[config.mk]
export PLATFORM = sky130hd
export DESIGN_NAME = wall_scroller
export DESIGN_NICKNAME = d
export VERILOG_FILES = /design/src/rtl/game_pkg.sv /design/src/rtl/wall_slot_alloc.sv /design/src/rtl/wall_scroller.sv
export SDC_FILE = /design/constraint.sdc
export NUM_CORES = 1
export LEC_CHECK = 0
export CORE_MARGIN = 8
export CORE_UTILIZATION = 43
export CTS_CLUSTER_DIAMETER = 50
export DETAILED_ROUTE_END_ITERATION = 8
export DONT_BUFFER_PORTS = 1
export GPL_ROUTABILITY_DRIVEN = 1
export SYNTH_ARGS = -nofsm -noshare
export SYNTH_HDL_FRONTEND = slang
export SYNTH_SLANG_ARGS = --single-unit
[constraint.sdc]
create_clock -name clk -period 4.3 [get_ports clk]
set_input_delay 0.86 -clock clk [delete_from_list [all_inputs] [get_ports clk]]
set_output_delay 0.86 -clock clk [all_outputs]
set_load 0.005 [all_outputs]
[src/rtl/game_pkg.sv]
// Shared constants and types for the wall/game logic.
// Holds the screen geometry, wall placement constants, the scroller FSM
// state encoding, the wall slot record and the gap-top mapping helper.
// No ports (package).
package game_pkg;

  localparam int SCREEN_W  = 160;
  localparam int SCREEN_H  = 120;
  localparam int WALL_W    = 8;
  localparam int MIN_TOP   = 10;
  localparam int BIRD_X    = 30;
  localparam int SPACING   = 40;
  localparam int NUM_WALLS = 4;

  // Scroller FSM state encoding
  localparam logic [1:0] ST_IDLE      = 2'd0;
  localparam logic [1:0] ST_MOVE      = 2'd1;
  localparam logic [1:0] ST_SPAWN_REQ = 2'd2;
  localparam logic [1:0] ST_SPAWN_WR  = 2'd3;

  typedef struct packed {
    logic       active;
    logic [7:0] x;
    logic [7:0] top;
  } wall_t;

  // Five random bits doubled give an even gap top in MIN_TOP..MIN_TOP+62.
  function automatic logic [7:0] gap_top_of(input logic [4:0] h);
    return 8'(MIN_TOP) + {2'b00, h, 1'b0};
  endfunction

endpackage

[src/rtl/wall_slot_alloc.sv]
// Lowest-free-slot priority encoder for the wall pool.
// Ports:
//   active   - in,  one bit per slot, 1 = slot holds a live wall
//   idx      - out, index of the lowest-numbered free slot (0 if none)
//   any_free - out, 1 when at least one slot is free
module wall_slot_alloc #(
  parameter int N  = 4,
  parameter int IW = (N > 1) ? $clog2(N) : 1
) (
  input  logic [N-1:0]  active,
  output logic [IW-1:0] idx,
  output logic          any_free
);

  // Scan from the top down so the last hit is the lowest free index.
  always_comb begin
    idx      = '0;
    any_free = 1'b0;
    for (int i = N - 1; i >= 0; i--) begin
      if (!active[i]) begin
        idx      = IW'(i);
        any_free = 1'b1;
      end
    end
  end

endmodule

[src/rtl/wall_scroller.sv]
// Wall pool manager: pulls random heights from the height generator with a
// req/valid handshake, spawns walls at the right screen edge every SPACING
// frames, scrolls live walls left one pixel per frame and flags each wall
// as it clears the bird column.
// Ports:
//   clk, resetn              - clock, synchronous active-low reset
//   enable                   - game running; frame ticks ignored when low
//   frame_tick               - one-cycle pulse per frame
//   height_in, height_valid  - random height from the generator
//   height_req               - request for a new height
//   rd_idx -> rd_x, rd_top, rd_active - combinational slot read port
//   wall_passed              - one-cycle pulse when a wall clears BIRD_X
//   spawn_count              - walls spawned since reset (wraps)
module wall_scroller #(
  parameter int NUM_WALLS = game_pkg::NUM_WALLS,
  parameter int SCREEN_W  = game_pkg::SCREEN_W,
  parameter int WALL_W    = game_pkg::WALL_W,
  parameter int SPACING   = game_pkg::SPACING,
  parameter int MIN_TOP   = game_pkg::MIN_TOP,
  parameter int BIRD_X    = game_pkg::BIRD_X
) (
  input  logic       clk,
  input  logic       resetn,
  input  logic       enable,
  input  logic       frame_tick,
  input  logic [7:0] height_in,
  input  logic       height_valid,
  output logic       height_req,
  input  logic [1:0] rd_idx,
  output logic [7:0] rd_x,
  output logic [7:0] rd_top,
  output logic       rd_active,
  output logic       wall_passed,
  output logic [7:0] spawn_count
);
  import game_pkg::ST_IDLE;
  import game_pkg::ST_MOVE;
  import game_pkg::ST_SPAWN_REQ;
  import game_pkg::ST_SPAWN_WR;
  import game_pkg::wall_t;

  localparam int IW = (NUM_WALLS > 1) ? $clog2(NUM_WALLS) : 1;
  localparam logic [7:0] SPACING_V = 8'(SPACING);
  // Old x that lands the wall's right edge on the bird column after the step.
  localparam logic [7:0] PASS_X    = 8'(BIRD_X - WALL_W + 1);

  logic [1:0] state_reg;
  logic       pending_reg;
  logic [7:0] dist_reg;
  logic [7:0] gap_top_reg;
  logic       passed_reg;
  logic [7:0] count_reg;

  logic [NUM_WALLS-1:0]      active_w;
  logic [NUM_WALLS-1:0][7:0] x_w;
  logic [NUM_WALLS-1:0][7:0] top_w;
  logic [NUM_WALLS-1:0]      free_after_move;
  logic [NUM_WALLS-1:0]      pass_hit;

  logic [IW-1:0] alloc_idx;
  logic          alloc_any_free;
  logic          spawn_we;
  logic [7:0]    dist_next;
  logic [7:0]    cap_top;
  logic          unused_height;

  assign unused_height = ^height_in[7:5];
  assign cap_top       = MIN_TOP[7:0] + {2'b00, height_in[4:0], 1'b0};
  assign dist_next     = (dist_reg >= SPACING_V) ? SPACING_V : dist_reg + 8'd1;
  assign spawn_we      = (state_reg == ST_SPAWN_WR) && alloc_any_free;

  wall_slot_alloc #(.N(NUM_WALLS), .IW(IW)) u_alloc (
    .active   (active_w),
    .idx      (alloc_idx),
    .any_free (alloc_any_free)
  );

  for (genvar gi = 0; gi < NUM_WALLS; gi++) begin : g_slot
    wall_t slot_reg;

    always_ff @(posedge clk) begin
      if (!resetn) begin
        slot_reg <= '0;
      end else if (state_reg == ST_MOVE && slot_reg.active) begin
        if (slot_reg.x == 8'd0) slot_reg <= '0;   // retire off the left edge
        else                    slot_reg.x <= slot_reg.x - 8'd1;
      end else if (spawn_we && alloc_idx == IW'(gi)) begin
        slot_reg <= '{active: 1'b1, x: 8'(SCREEN_W), top: gap_top_reg};
      end
    end

    assign active_w[gi]        = slot_reg.active;
    assign x_w[gi]             = slot_reg.x;
    assign top_w[gi]           = slot_reg.top;
    assign free_after_move[gi] = !slot_reg.active || (slot_reg.x == 8'd0);
    assign pass_hit[gi]        = slot_reg.active && (slot_reg.x == PASS_X);
  end

  always_ff @(posedge clk) begin
    if (!resetn) begin
      state_reg   <= ST_IDLE;
      pending_reg <= 1'b0;
      dist_reg    <= SPACING_V;
      gap_top_reg <= 8'd0;
      passed_reg  <= 1'b0;
      count_reg   <= 8'd0;
    end else begin
      passed_reg <= 1'b0;
      // Ticks that land while busy are remembered once; extras are dropped.
      if (enable && frame_tick && state_reg != ST_IDLE) pending_reg <= 1'b1;
      case (state_reg)
        ST_IDLE: begin
          if (enable && (frame_tick || pending_reg)) begin
            state_reg   <= ST_MOVE;
            pending_reg <= 1'b0;
          end
        end
        ST_MOVE: begin
          dist_reg   <= dist_next;
          passed_reg <= |pass_hit;   // several walls at once still give one pulse
          state_reg  <= (dist_next == SPACING_V && |free_after_move) ? ST_SPAWN_REQ : ST_IDLE;
        end
        ST_SPAWN_REQ: begin
          if (height_valid) begin
            gap_top_reg <= cap_top;
            state_reg   <= ST_SPAWN_WR;
          end
        end
        default: begin
          if (alloc_any_free) begin
            dist_reg  <= 8'd0;
            count_reg <= count_reg + 8'd1;
          end
          state_reg <= ST_IDLE;
        end
      endcase
    end
  end

  assign height_req  = (state_reg == ST_SPAWN_REQ);
  assign wall_passed = passed_reg;
  assign spawn_count = count_reg;
  assign rd_active   = active_w[rd_idx];
  assign rd_x        = active_w[rd_idx] ? x_w[rd_idx] : 8'd0;
  assign rd_top      = active_w[rd_idx] ? top_w[rd_idx] : 8'd0;

endmodule
# Word-level counts from Yosys, hierarchy flattened
# Index checks and enable logic that the tools add are counted.
totals:
  regBits: 96
  latch_bits: 0
  ramBits: 0
  romBits: 0
  input_bits: 15
  out_inout_bits: 27
  elab_cells: 143
  memories: 0
classes:
  add_sub_neg: 7
  mul: 0
  div_mod_pow: 0
  magnitude_cmp: 2
  n_eq_ne: 17
  shifts: 0
  muxes: 46
  n_bitwise: 2
  reduce_logical: 51
op_table:
  columns: ["cell", "n"]
  rows:
  - ["two-way mux 17 bit", 8]
  - ["two-way mux 8 bit", 14]
  - ["binary-select mux 8 bit (select 2 bit)", 2]
  - ["== test 8 x 5 -> 1 bit (second input constant)", 4]
  - ["logical NOT 8 bit", 4]
  - ["subtractor 8 x 1 -> 8 bit (second input constant)", 4]
  - ["AND reduction 2 bit", 9]
  - ["logical AND 1 bit", 17]
  - ["adder 8 x 1 -> 8 bit (second input constant)", 2]
  - ["one-hot mux 8 bit (2 select lines)", 1]
  - ["two-way mux 2 bit", 7]
  - ["two-way mux 1 bit", 12]
  - ["nonzero test 2 bit", 6]
  - ["== test 2 bit (second input constant)", 4]
  - ["== test 8 x 6 -> 1 bit (second input constant)", 1]
  - [">= comparator 8 x 6 -> 1 bit (second input constant)", 1]
  - ["inequality test 2 x 1 -> 1 bit (second input constant)", 4]
  - ["OR reduction 4 bit", 2]
  - ["adder 4 x 6 -> 7 bit (first input constant)", 1]
  - ["one-hot mux 2 bit (3 select lines)", 1]
  - ["logical OR 1 bit", 5]
  - ["== test 2 x 1 -> 1 bit (second input constant)", 2]
  - ["logical NOT 1 bit", 4]
  - ["logical NOT 2 bit", 2]
  - ["6 further kinds", 8]

# Longest topological paths before layout
# Gate-level depths: netlist of run 1.
depth:
  ltp_word: 8
  depth_mapped: 7
  mapped_depth_nobuf: 6

# Modules after synthesis
# A second synthesis of run 1 with hierarchy kept.
hier_totals:
  hier_cells: 492
  area_unflattened_um2: 4544.4
by_module_without_submodules:
  columns: ["module", "instances", "cells_each", "area_per_inst_um2", "seq_area_each_um2"]
  rows:
  - ["wall_scroller", 1, 487, 4515.6, 1721.7]
  - ["wall_slot_alloc", 1, 5, 28.8, 0.0]

# Worst setup path before layout of run 1
# Ideal clock, no wire load.
synth_path:
  path_type: "input to output"
  start: "in rd_idx[1]"
  end: "out rd_top[1]"
  arrival_time_ps: 2306
  required_ps: 3440
  path_slack_ps: 1134
  stages: 5
  path_buffers: 2
  path_cell_list: "clkbuf_1 > mux2_2 > o21ai_0 > clkbuf_1 > nor2b_1"
synth_via:
  elab_chain_len: 3
  elab_cells_between_ends: 5
  classes_between: "mux: 5"
synth_lines:
  columns: ["element", "line", "rtl"]
  rows:
  - ["from (decl)", "wall_scroller.sv:29", "input logic [1:0] rd_idx,"]
  - ["binary-select mux 8 bit (select 2 bit) / binary-select mux 1 bit (select 2 bit) (equally long branches)", "wall_scroller.sv:145", "assign rd_top = active_w[rd_idx] ? top_w[rd_idx] : 8'd0;"]
  - ["two-way mux 8 bit (not written as such) / two-way mux 1 bit (equally long branches)", "wall_scroller.sv:145", null]
  - ["two-way mux 8 bit *", "wall_scroller.sv:145", null]
  - ["to (decl)", "wall_scroller.sv:31", "output logic [7:0] rd_top,"]
# Mark *: on every way between the ends. The rest lies on a longest branch, timed or not. The select of a mux whose other input is x is not followed.

# Worst setup path in the final report of run 1
layout_path:
  start: "reg state_reg[1]"
  end: "reg g_slot[3].slot_reg[4] (netlist name)"
layout_via:
  elab_chain_len: 5
  elab_cells_between_ends: 9
  classes_between: "eq/ne: 3; mux: 1; reduce/logical: 5"
layout_lines:
  columns: ["element", "line", "rtl"]
  rows:
  - ["from (decl)", "wall_scroller.sv:47", "logic [1:0] state_reg;"]
  - ["from (signal assigned)", "wall_scroller.sv:121", "state_reg <= (dist_next == SPACING_V && |free_after_move) ? ST_SPAWN_REQ : ST_IDLE;"]
  - ["== test 2 bit", "wall_scroller.sv:70", "assign spawn_we = (state_reg == ST_SPAWN_WR) && alloc_any_free;"]
  - ["logical AND 1 bit", "wall_scroller.sv:70", null]
  - ["logical AND 1 bit", "wall_scroller.sv:87", "end else if (spawn_we && alloc_idx == IW'(gi)) begin"]
  - ["nonzero test 2 bit (no line)", null, null]
  - ["AND reduction 2 bit (no line)", null, null]
  - ["to (signal assigned)", "wall_scroller.sv:88", "slot_reg <= '{active: 1'b1, x: 8'(SCREEN_W), top: gap_top_reg};"]
  - ["to (decl)", "wall_scroller.sv:79", "wall_t slot_reg;"]
# Several ways; a longest one is shown, not always the timed one.
# A chain may end at the register's enable or synchronous reset.

==> results of run 1 <==
through the flow:
stage	cell area (um^2)	worst slack (ps)	hold slack, ps	power [uW]	utilization, %
final	4840	1360	471	1490	46.9
after global routing	4840	1090	484	1540	46.9
after CTS	4840	1450	474	1500	46.9
after detailed placement	4630	1450	453	908	44.9
after global placement	4630	1540	443	905	44.9
after floorplan	4590	1130	437	897	-
power by group:
| part | internal (uW) | switching, uW | leakage [uW] | total [uW] |
|---|---|---|---|---|
| Sequential | 803 | 12.3 | 0.000693 | 815 |
| Clock | 289 | 313 | 0.000107 | 602 |
| Combinational | 27.6 | 46.6 | 0.000854 | 74.2 |
final cells by class:
class	count	area, um^2	area share (%)
timing repair buffer	3	22.5	0.465
inverter	23	86.3	1.78
tap	136	170	3.51
multi-input combinational	373	2630	54.4
clock buffer	10	138	2.84
clock inverter	6	70.1	1.45
sequential	86	1720	35.6
path summary, 6_finish.rpt:
path / from / cells after the start / slack (ps) / endpoint
worst min register to register: g_slot[3].slot_reg[4] / 1 / 470 / g_slot[3].slot_reg[4]
worst max-delay path: state_reg[1] / 4 / 1360 / g_slot[3].slot_reg[4]
worst min-delay path: g_slot[3].slot_reg[4] / 1 / 470 / g_slot[3].slot_reg[4]
worst max register to register: state_reg[1] / 4 / 1360 / g_slot[3].slot_reg[4]
logic make-up (layout without fill, tap and decap cells):
logic type                 Yosys count  in the layout
AOI/OAI and AO/OA                  147            147
other                                1              2
muxes                               23             23
buffers and inverters               57             42
and+or+nand+nor                    178            178
adders and majority gates           12             12
xor gates and xnor gates            11             11
DFF                                 86             86
cells in the mapped netlist (8+ instances only):
cell type  number  share of area, %
dfxtp_1        86                38
a21oi_1        40               4.4
nor2_1         40               3.3
o21ai_0        33               3.6
nand2_1        26               2.1
inv_1          23               1.9
clkbuf_1       22               1.8
a32o_1         19               4.1
nor2b_1        19               2.6
nor3_1         17               1.9
mux4_2         14               6.9
nand3_1        13               1.4
ha_1           12               3.3
or3_1          10               1.4
a31oi_1         8               1.1
nand4_1         8               1.1
nor4_1          8               1.1
metal layers:
metal | vias to the layer above | global-route usage (%)
met5 | - | 0
met4 | 0 | 5.46
met3 | 14 | 3.21
li1 | 1886 | -
met2 | 117 | 28.2
met1 | 1899 | 22.3
layout by cell type, fill, tap and decap left out, drive strengths merged, types with 7 or more instances in the layout:
cell    count
nand3      13
dfxtp      86
inv        23
nor4        8
mux4       14
ha         12
nor2b      19
o21ai      33
a21oi      40
nor3       17
mux2i       7
or3        11
a31oi       8
clkbuf     10
nand4       8
nand2      26
nor2       40
xnor2       7
a32o       19
==> results.md, run 1 <==
- FF+latch count, synth: between 80 and 90
- Buf+Inv Stages, Crit Path: 0
- Crit path largest cell delay: 850 ps
- # IOs: 42
- Largest family of logic cells by synthesized area: compound AO/OA/AOI/OAI gates
- Sink Count: 86
- First-pass GRT wire length: approximately 20000 um
- Area share of and/or/nand/nor cells after synthesis: approximately a fifth
- TritonCTS clock tree: done
- Post-CTS Resized: 0
- Tmin final: 2940 ps
- Num CTS Buffers: 9
- Initial Utilization: 44.5%
- Routed WL per cell: 18.9 um
- Number of remaining DRC errors: 0
- NumNets Final: around 520
- Final cell count without fillers: 637
- Die Span X: 119 um
- Worst vdd ir: about 0.14 mV
- RSZ-0062 raised after global routing: false
- Mapped Cells: 515
- Post-synth top flop: dfxtp_1
- Top layer in use: met4
- Post-Synth Adder-Cell Area: 3.27%
- WP data required: 4550 ps
- Placer Congestion: 0.827
- Slowest cell on the critical path: o31ai_1
- Largest net degree at the start of global routing: 45
- Distinct cells, synth: 62
- Post-synth EDFFs: 0
- CP Cell Sequence: nand2_1, o31ai_1, a21oi_1, a32o_1
- PD cells: 308 nW/um^2
- M1 WL: roughly 5300 um
- Worst Tran Pin Value: 1140 ps
- Vias in the first global route: 3801
- F_max: 340 MHz
- DP Wirelength: 8470 um
- Final wirelength: 12000 um
- Routed wl met3: 779 um
- # Max-Cap Violations: 0
- Die area: ~14000 um^2
- Setup CP Type: flip-flop to flip-flop
- Hold buffers post-CTS: 0
- FILL cells: 985
- Worst Skew: 14.3 ps
- Layout cell share with drive strength beyond 1: 8.98%
- Setup TNS: 0 ps
- Vias per Instance: 6.15
- Initial antenna violation count: 0
- Number of instances in the placed design: 621
- Synthesized cell area: 4590 um^2
- Seq/Total Area, Yosys: between 30% and 40%
- Met2 Wirelength: 5770 um
- Clk_lat worst skew: 360 ps
- Fin. max-slew vios: 0
- Ys async rst share: 0%
- Mux cell area share after synthesis: 8.89%
- Total GRT Usage: 17.2%
- Row count: 37
- Compound-gate portion of the synthesized area: 21.6%
- Max reg flops: 56
- Die height: 119 um
- DRT antenna net count: 0
- H-tree depth: 3
- Ant diodes: 0
- Xor/xnor cell area share of the yosys netlist: under 10%
- Clk buf depth: 2
- Leakage Power: approximately 0.0017 uW
- DRT iter0 DRCs: 338
- Status: complete, no violations
- Top Family by Delay on Critical Path: compound AO/OA/AOI/OAI gates
- Worst EP arrival: 3190 ps
- Final hold violation count: 0
- DR vias: between 3000 and 4000
- Clk slew on worst S/H paths: 90 ps
- Yosys warnings: 0
- Core area: 10300 um^2
- Overflow after GRT: 0
- IO buf count: 0
- Syn avg cell area: 8.91 um^2
- Post-CTS Setup Inserts: 0
- Startpoint types: flip-flop
- DRT Pass-1 Iters: 7
- Final setup violation count: 0
- Worst min path class: flip-flop to flip-flop
- Syn-to-layout area delta: 5.51%
- Root Buffer: clkbuf_8
- Period utilisation layout: between 60% and 70%
- Crit end category: flip-flop
- Critical Path Fanout Max: 17
- Max transition margin: roughly a quarter
No activity file was read; power rests on OpenSTA's default activity.
==> run 2, diff against run 1 <==
Clock period 4.3 ns to 2.5 ns, I/O delays scaled along.
==> run 2 against run 1 <==
Compared with the run above: total power rose by 85%; sequential cell count did not move; register-to-register slack got worse by 1000 ps; cell count rose by 2.8%; clock power rose by 100%; critical path type is now flip-flop to output pin; largest cell class unchanged.
==> results.md, run 2 (synthesized netlist as in run 1, its figures left out) <==
- Status: complete, no violations
- Startpoint types: flip-flop
- WP data required: 2000 ps (-2550 ps)
- Ant diodes: 0 (unchanged)
- Leakage Power: 0.00176 uW (+6.4%)
- Crit end category: output pin
- Worst Tran Pin Value: 751 ps (-389 ps)
- Critical Path Fanout Max: 17 (unchanged)
- F_max: 442 MHz
- Sink Count: 86 (unchanged)
- Worst R2R Start: g_slot[3].slot_reg[9]
- Max reg flops: 56 (unchanged)
- Most common cell after layout, fill and taps aside: dfxtp_1
- Final core utilization: 48.6% (+1.7 points)
- Die Span X: 119 um (unchanged)
- Core area: 10300 um^2 (unchanged)
- Largest net degree at the start of global routing: 32 (-29%)
- Final hold violation count: 0 (unchanged)
- H-tree depth: 3 (unchanged)
- Initial Utilization: 44.5% (unchanged)
- DRT iter0 DRCs: 256 (-24%)
- Max transition margin: 49.9% (+26 points)
- Initial antenna violation count: 0 (unchanged)
- DRT antenna net count: 0 (unchanged)
- # IOs: 42 (unchanged)
- Clk_lat worst skew: 360 ps (about the same)
- Layout cell share with drive strength beyond 1: 12.1% (+3.2 points)
- Total GRT Usage: 17.5% (+0.30 points)
- RSZ-0062 raised after global routing: false
- Period utilisation layout: 90.5%
- # Max-Cap Violations: 0 (unchanged)
- Root Buffer: clkbuf_8
- FILL cells: 1012 (+2.7%)
- Hold WS: 222 ps (-249 ps)
- Tmin final: 2260 ps
- First-pass GRT wire length: 20300 um (+2.7%)
- Overflow after GRT: 0 (unchanged)
- Post-CTS Resized: 0 (unchanged)
- Worst Skew: 9.11 ps (-5.15 ps)
- Hold buffers post-CTS: 0 (unchanged)
- Final setup violation count: 0 (unchanged)
- Commonest non-fill, non-tap cells in the layout: dfxtp_1 (86), nor2_1 (40), a21oi_1 (40)
- DRT Pass-1 Iters: 5 (-2)
- FF-to-FF End: g_slot[3].slot_reg[1]
- Setup crit start: active_w[0]
- DP Wirelength: 8740 um (+3.3%)
- Vias in the first global route: 3949 (+3.9%)
- Die height: 119 um (unchanged)
- IO buf count: 0 (unchanged)
- Vias per Instance: 6.05 (-1.7%)
- Routed WL per cell: 18.7 um (-1.1%)
- NumNets Final: 541 (+3.4%)
- Area post-placement: 4770 um^2 (+2.9%)
- Worst vdd ir: 0.348 mV (+150%)
- Number of remaining DRC errors: 0 (unchanged)
- Worst min path class: input port to flip-flop
- Number of instances in the placed design: 639 (+2.9%)
- Register area: 1720 um^2 (unchanged)
- Die area: 14200 um^2 (unchanged)
- FF-to-FF path depth: 7 (+3)
- Worst EP arrival: 1760 ps (-1430 ps)
- DR vias: 3960 (+1.1%)
- Critical Path End: rd_top[5]
- Fin. max-slew vios: 0 (unchanged)
- Worst reg2reg setup slack: 340 ps (-1020 ps)
- Cell area after layout: 5020 um^2 (+3.7%)
- Clk slew on worst S/H paths: 90 ps (about the same)
- Post-CTS Setup Inserts: 0 (unchanged)
- Placer Congestion: 0.840 (+1.6%)
- Clk buf depth: 2 (unchanged)
- TritonCTS clock tree: done
- Setup TNS: 0 ps (unchanged)
- Final wirelength: 12200 um (+1.6%)
- Final cell count without fillers: 655 (+2.8%)
- Syn-to-layout area delta: 9.41%
- Setup CP Type: flip-flop to output pin
- Area of the multi-input gates: 2630 um^2 (unchanged)
- PD cells: 549 nW/um^2 (+78%)
- Row count: 37 (unchanged)
- Num CTS Buffers: 9 (unchanged)
## run 2: cell count changes in the layout (fill, tap and decap cells not counted), sizes merged
cell    delta
buf       +18
clkbuf     -1
inv        +2
bufinv     +2
clkinv     -3
## run 2: worst min path at each step
| stage | from | end | slack, ps | depth (start not counted) |
|---|---|---|---|---|
| after floorplan | g_slot[2].slot_reg[1] | g_slot[2].slot_reg[1] | 440 | 1 |
| after global placement | g_slot[1].slot_reg[4] | g_slot[1].slot_reg[4] | 440 | 1 |
| after global routing | height_in[0] | gap_top_reg[1] | 200 | 1 |
| after detailed placement | g_slot[2].slot_reg[2] | g_slot[2].slot_reg[2] | 450 | 1 |
| after CTS | height_in[0] | gap_top_reg[1] | 200 | 1 |
| final | height_in[0] | gap_top_reg[1] | 220 | 1 |
## run 2: final cells by class
| class | count | share of cell area (%) |
|---|---|---|
| Clock buffer | 9 | 2.47 |
| Clock inverter | 7 | 2.54 |
| Inverter | 23 | 1.72 |
| Multi-Input combinational cell | 373 | 52.5 |
| Sequential cell | 86 | 34.3 |
| Tap cell | 136 | 3.39 |
| Timing Repair Buffer | 21 | 3.14 |
## run 2: stage by stage
| step | power, uW | worst slack [ps] |
|---|---|---|
| 6_report | 2750 | 239 |
| 5_1_grt | 2870 | 103 |
| 4_1_cts | 2800 | 227 |
| 3_5_place_dp | 1570 | 357 |
| 3_3_place_gp | 1570 | 396 |
| 2_1_floorplan | 1540 | 54.0 |
## run 2: critical path: stages, from the launching register on
cell     delay [ps]
dfxtp_1         680
mux2_2          260
o21ai_1          50
buf_4           190
nor2b_1         220
## run 2: per-layer routing
| metal | share of wire (%) | global-route usage [%] |
|---|---|---|
| met1 | 45 | 21.8 |
| met2 | 47 | 28.4 |
| met3 | 6.1 | 4.35 |
| met4 | 1.9 | 6.87 |
| met5 | 0 | 0 |
## run 2: power breakdown
group          switching (uW)  total, uW  internal [uW]  leakage, uW
Sequential               20.7       1400           1380     0.000693
Combinational            82.0        136           54.4     0.000941
Clock                     537       1220            680     0.000126
==> run 3, diff against run 2 <==
Settings changed: CORE_ASPECT_RATIO from default to 2.
Clock period 2.5 ns to 2.45 ns, I/O delays scaled along.
==> run 3 against run 2 <==
Compared with the run above: combinational power up 8%; critical path type unchanged; clock skew up 1.1 ps; largest cell class unchanged; critical path depth unchanged.
==> results.md, run 3 (synthesized netlist as in run 1, its figures left out) <==
- # Max-Cap Violations: 0 (unchanged)
- Setup TNS: 0 ps (unchanged)
- First-pass GRT wire length: 20900 um (+2.8%)
- Buf+Inv Stages, Crit Path: 1 (unchanged)
- Num CTS Buffers: 9 (unchanged)
- Clk_lat worst skew: 350 ps (about the same)
- Row count: 53 (+43%)
- Total GRT Usage: 18.8% (+1.3 points)
- Worst vdd ir: 0.532 mV (+53%)
- Die area: 14400 um^2 (+1.4%)
- Ant diodes: 0 (unchanged)
- Root Buffer: clkbuf_16
- Final hold violation count: 0 (unchanged)
- Sink Count: 86 (unchanged)
- Clk buf depth: 2 (unchanged)
- Core area: 10500 um^2 (+1.5%)
- IO buf count: 0 (unchanged)
- Initial antenna violation count: 0 (unchanged)
- Setup crit start: active_w[0]
- Max transition margin: 42.9% (-7.0 points)
- Post-CTS Setup Inserts: 0 (unchanged)
- Syn-to-layout area delta: 10.2%
- Worst min path class: input port to flip-flop
- Largest net degree at the start of global routing: 32 (unchanged)
- Top Family by Delay on Critical Path: flip-flops
- Vias in the first global route: 4006 (+1.4%)
- Initial Utilization: 43.8% (-0.65 points)
- Worst R2R Start: state_reg[0]
- Worst EP arrival: 1630 ps (-130 ps)
- F_max: ~470 MHz
- DRT iter0 DRCs: 245 (-4.3%)
- WP data required: 1960 ps (-40 ps)
- Clk slew on worst S/H paths: 60 ps (-30 ps)
- Layout cell share with drive strength beyond 1: 12.3% (+0.12 points)
- Period utilisation layout: 86.4%
- NumNets Final: 545 (+0.74%)
- Crit path largest cell delay: 570 ps (-110 ps)
- H-tree depth: 3 (unchanged)
- Leakage Power: 0.00177 uW (+0.76%)
- DR vias: 4100 (+3.5%)
- Worst Tran Pin Value: 847 ps (+95.7 ps)
- DRT Pass-1 Iters: 6 (+1)
- Status: complete, no violations
- Overflow after GRT: 0 (unchanged)
- Number of remaining DRC errors: 0 (unchanged)
- Critical hold path startpoint: resetn
- Max reg flops: 56 (unchanged)
- Vias per Instance: 6.22 (+2.9%)
- Final setup violation count: 0 (unchanged)
- Crit end category: output pin
- FILL cells: 1083 (+7.0%)
- CP Cell Sequence: mux2_2, o21ai_1, buf_4, nor2b_1
- Hold buffers post-CTS: 0 (unchanged)
- Startpoint types: flip-flop
- PD cells: 556 nW/um^2 (+1.3%)
- Final core utilization: 48.3% (-0.36 points)
- Commonest non-fill, non-tap cells in the layout: dfxtp_1 (86), nor2_1 (40), a21oi_1 (40)
- Critical Path Fanout Max: 12 (-5)
- Placer Congestion: 0.889 (+5.8%)
- Routed WL per cell: 19.8 um (+5.9%)
- Tmin final: roughly 2100 ps
- Worst Skew: 10.2 ps (+1.11 ps)
- Setup CP Type: flip-flop to output pin
- RSZ-0062 raised after global routing: false
- Fin. max-slew vios: 0 (unchanged)
- Slowest cell on the critical path: dfxtp_1
- TritonCTS clock tree: done
- Most common cell after layout, fill and taps aside: dfxtp_1
- DRT antenna net count: 0 (unchanged)
- Die Span X: 89.1 um (-25%)
- Post-CTS Resized: 0 (unchanged)
- DP Wirelength: 9790 um (+12%)
- # IOs: 42 (unchanged)
- Die height: 162 um (+36%)
- Final wirelength: 13000 um (+6.5%)
## run 3: cell count changes in the layout (fill, tap and decap cells not counted), moves of 3 or more
cell	previous run	this run
buf_4	21	25
bufinv_16	3	0
clkbuf_8	9	0
clkbuf_16	0	9
## run 3: cell type report
class | instances | area [um^2] | area share, %
Clock buffer | 11 | 233 | 4.60
Clock inverter | 4 | 25.0 | 0.495
Inverter | 23 | 86.3 | 1.71
Multi-Input combinational cell | 373 | 2630 | 52.1
Sequential cell | 86 | 1720 | 34.0
Tap cell | 137 | 171 | 3.39
Timing Repair Buffer | 25 | 188 | 3.71
## run 3: per-layer routing
| metal | up-vias | track usage [%] | share of wire, % |
|---|---|---|---|
| met5 | - | 0 | 0 |
| met2 | 131 | 34.2 | 55 |
| met1 | 1995 | 18.3 | 35 |
| met3 | 42 | 4.81 | 5.6 |
| met4 | 0 | 10.1 | 4.4 |
| li1 | 1932 | - | - |
## run 3: path summary, 6_finish.rpt
check	end	slack [ps]	cells after the start
worst max-delay path	rd_top[1]	330	4
worst min-delay path	dist_reg[3]	230	1
worst max register to register	g_slot[2].slot_reg[1]	370	4
worst min register to register	g_slot[2].slot_reg[3]	460	1
## run 3: per-stage QoR
step / area (um^2) / cells / hold WS [ps] / setup slack [ps] / total power, uW
floorplan: 4590 / 516 / 437 / 24.0 / 1570
global placement: 4800 / 644 / 441 / 474 / 1610
detailed placement: 4800 / 644 / 448 / 406 / 1610
CTS: 5060 / 659 / 228 / 322 / 2840
global route: 5060 / 659 / 237 / 184 / 2910
finish: 5060 / 659 / 233 / 332 / 2810
## run 3: report_power, final
part / switching [uW] / internal (uW) / total (uW)
registers: 21.9 / 1410 / 1430
logic: 86.9 / 60.5 / 147
clock network: 553 / 678 / 1230
total: 662 / 2150 / 2810
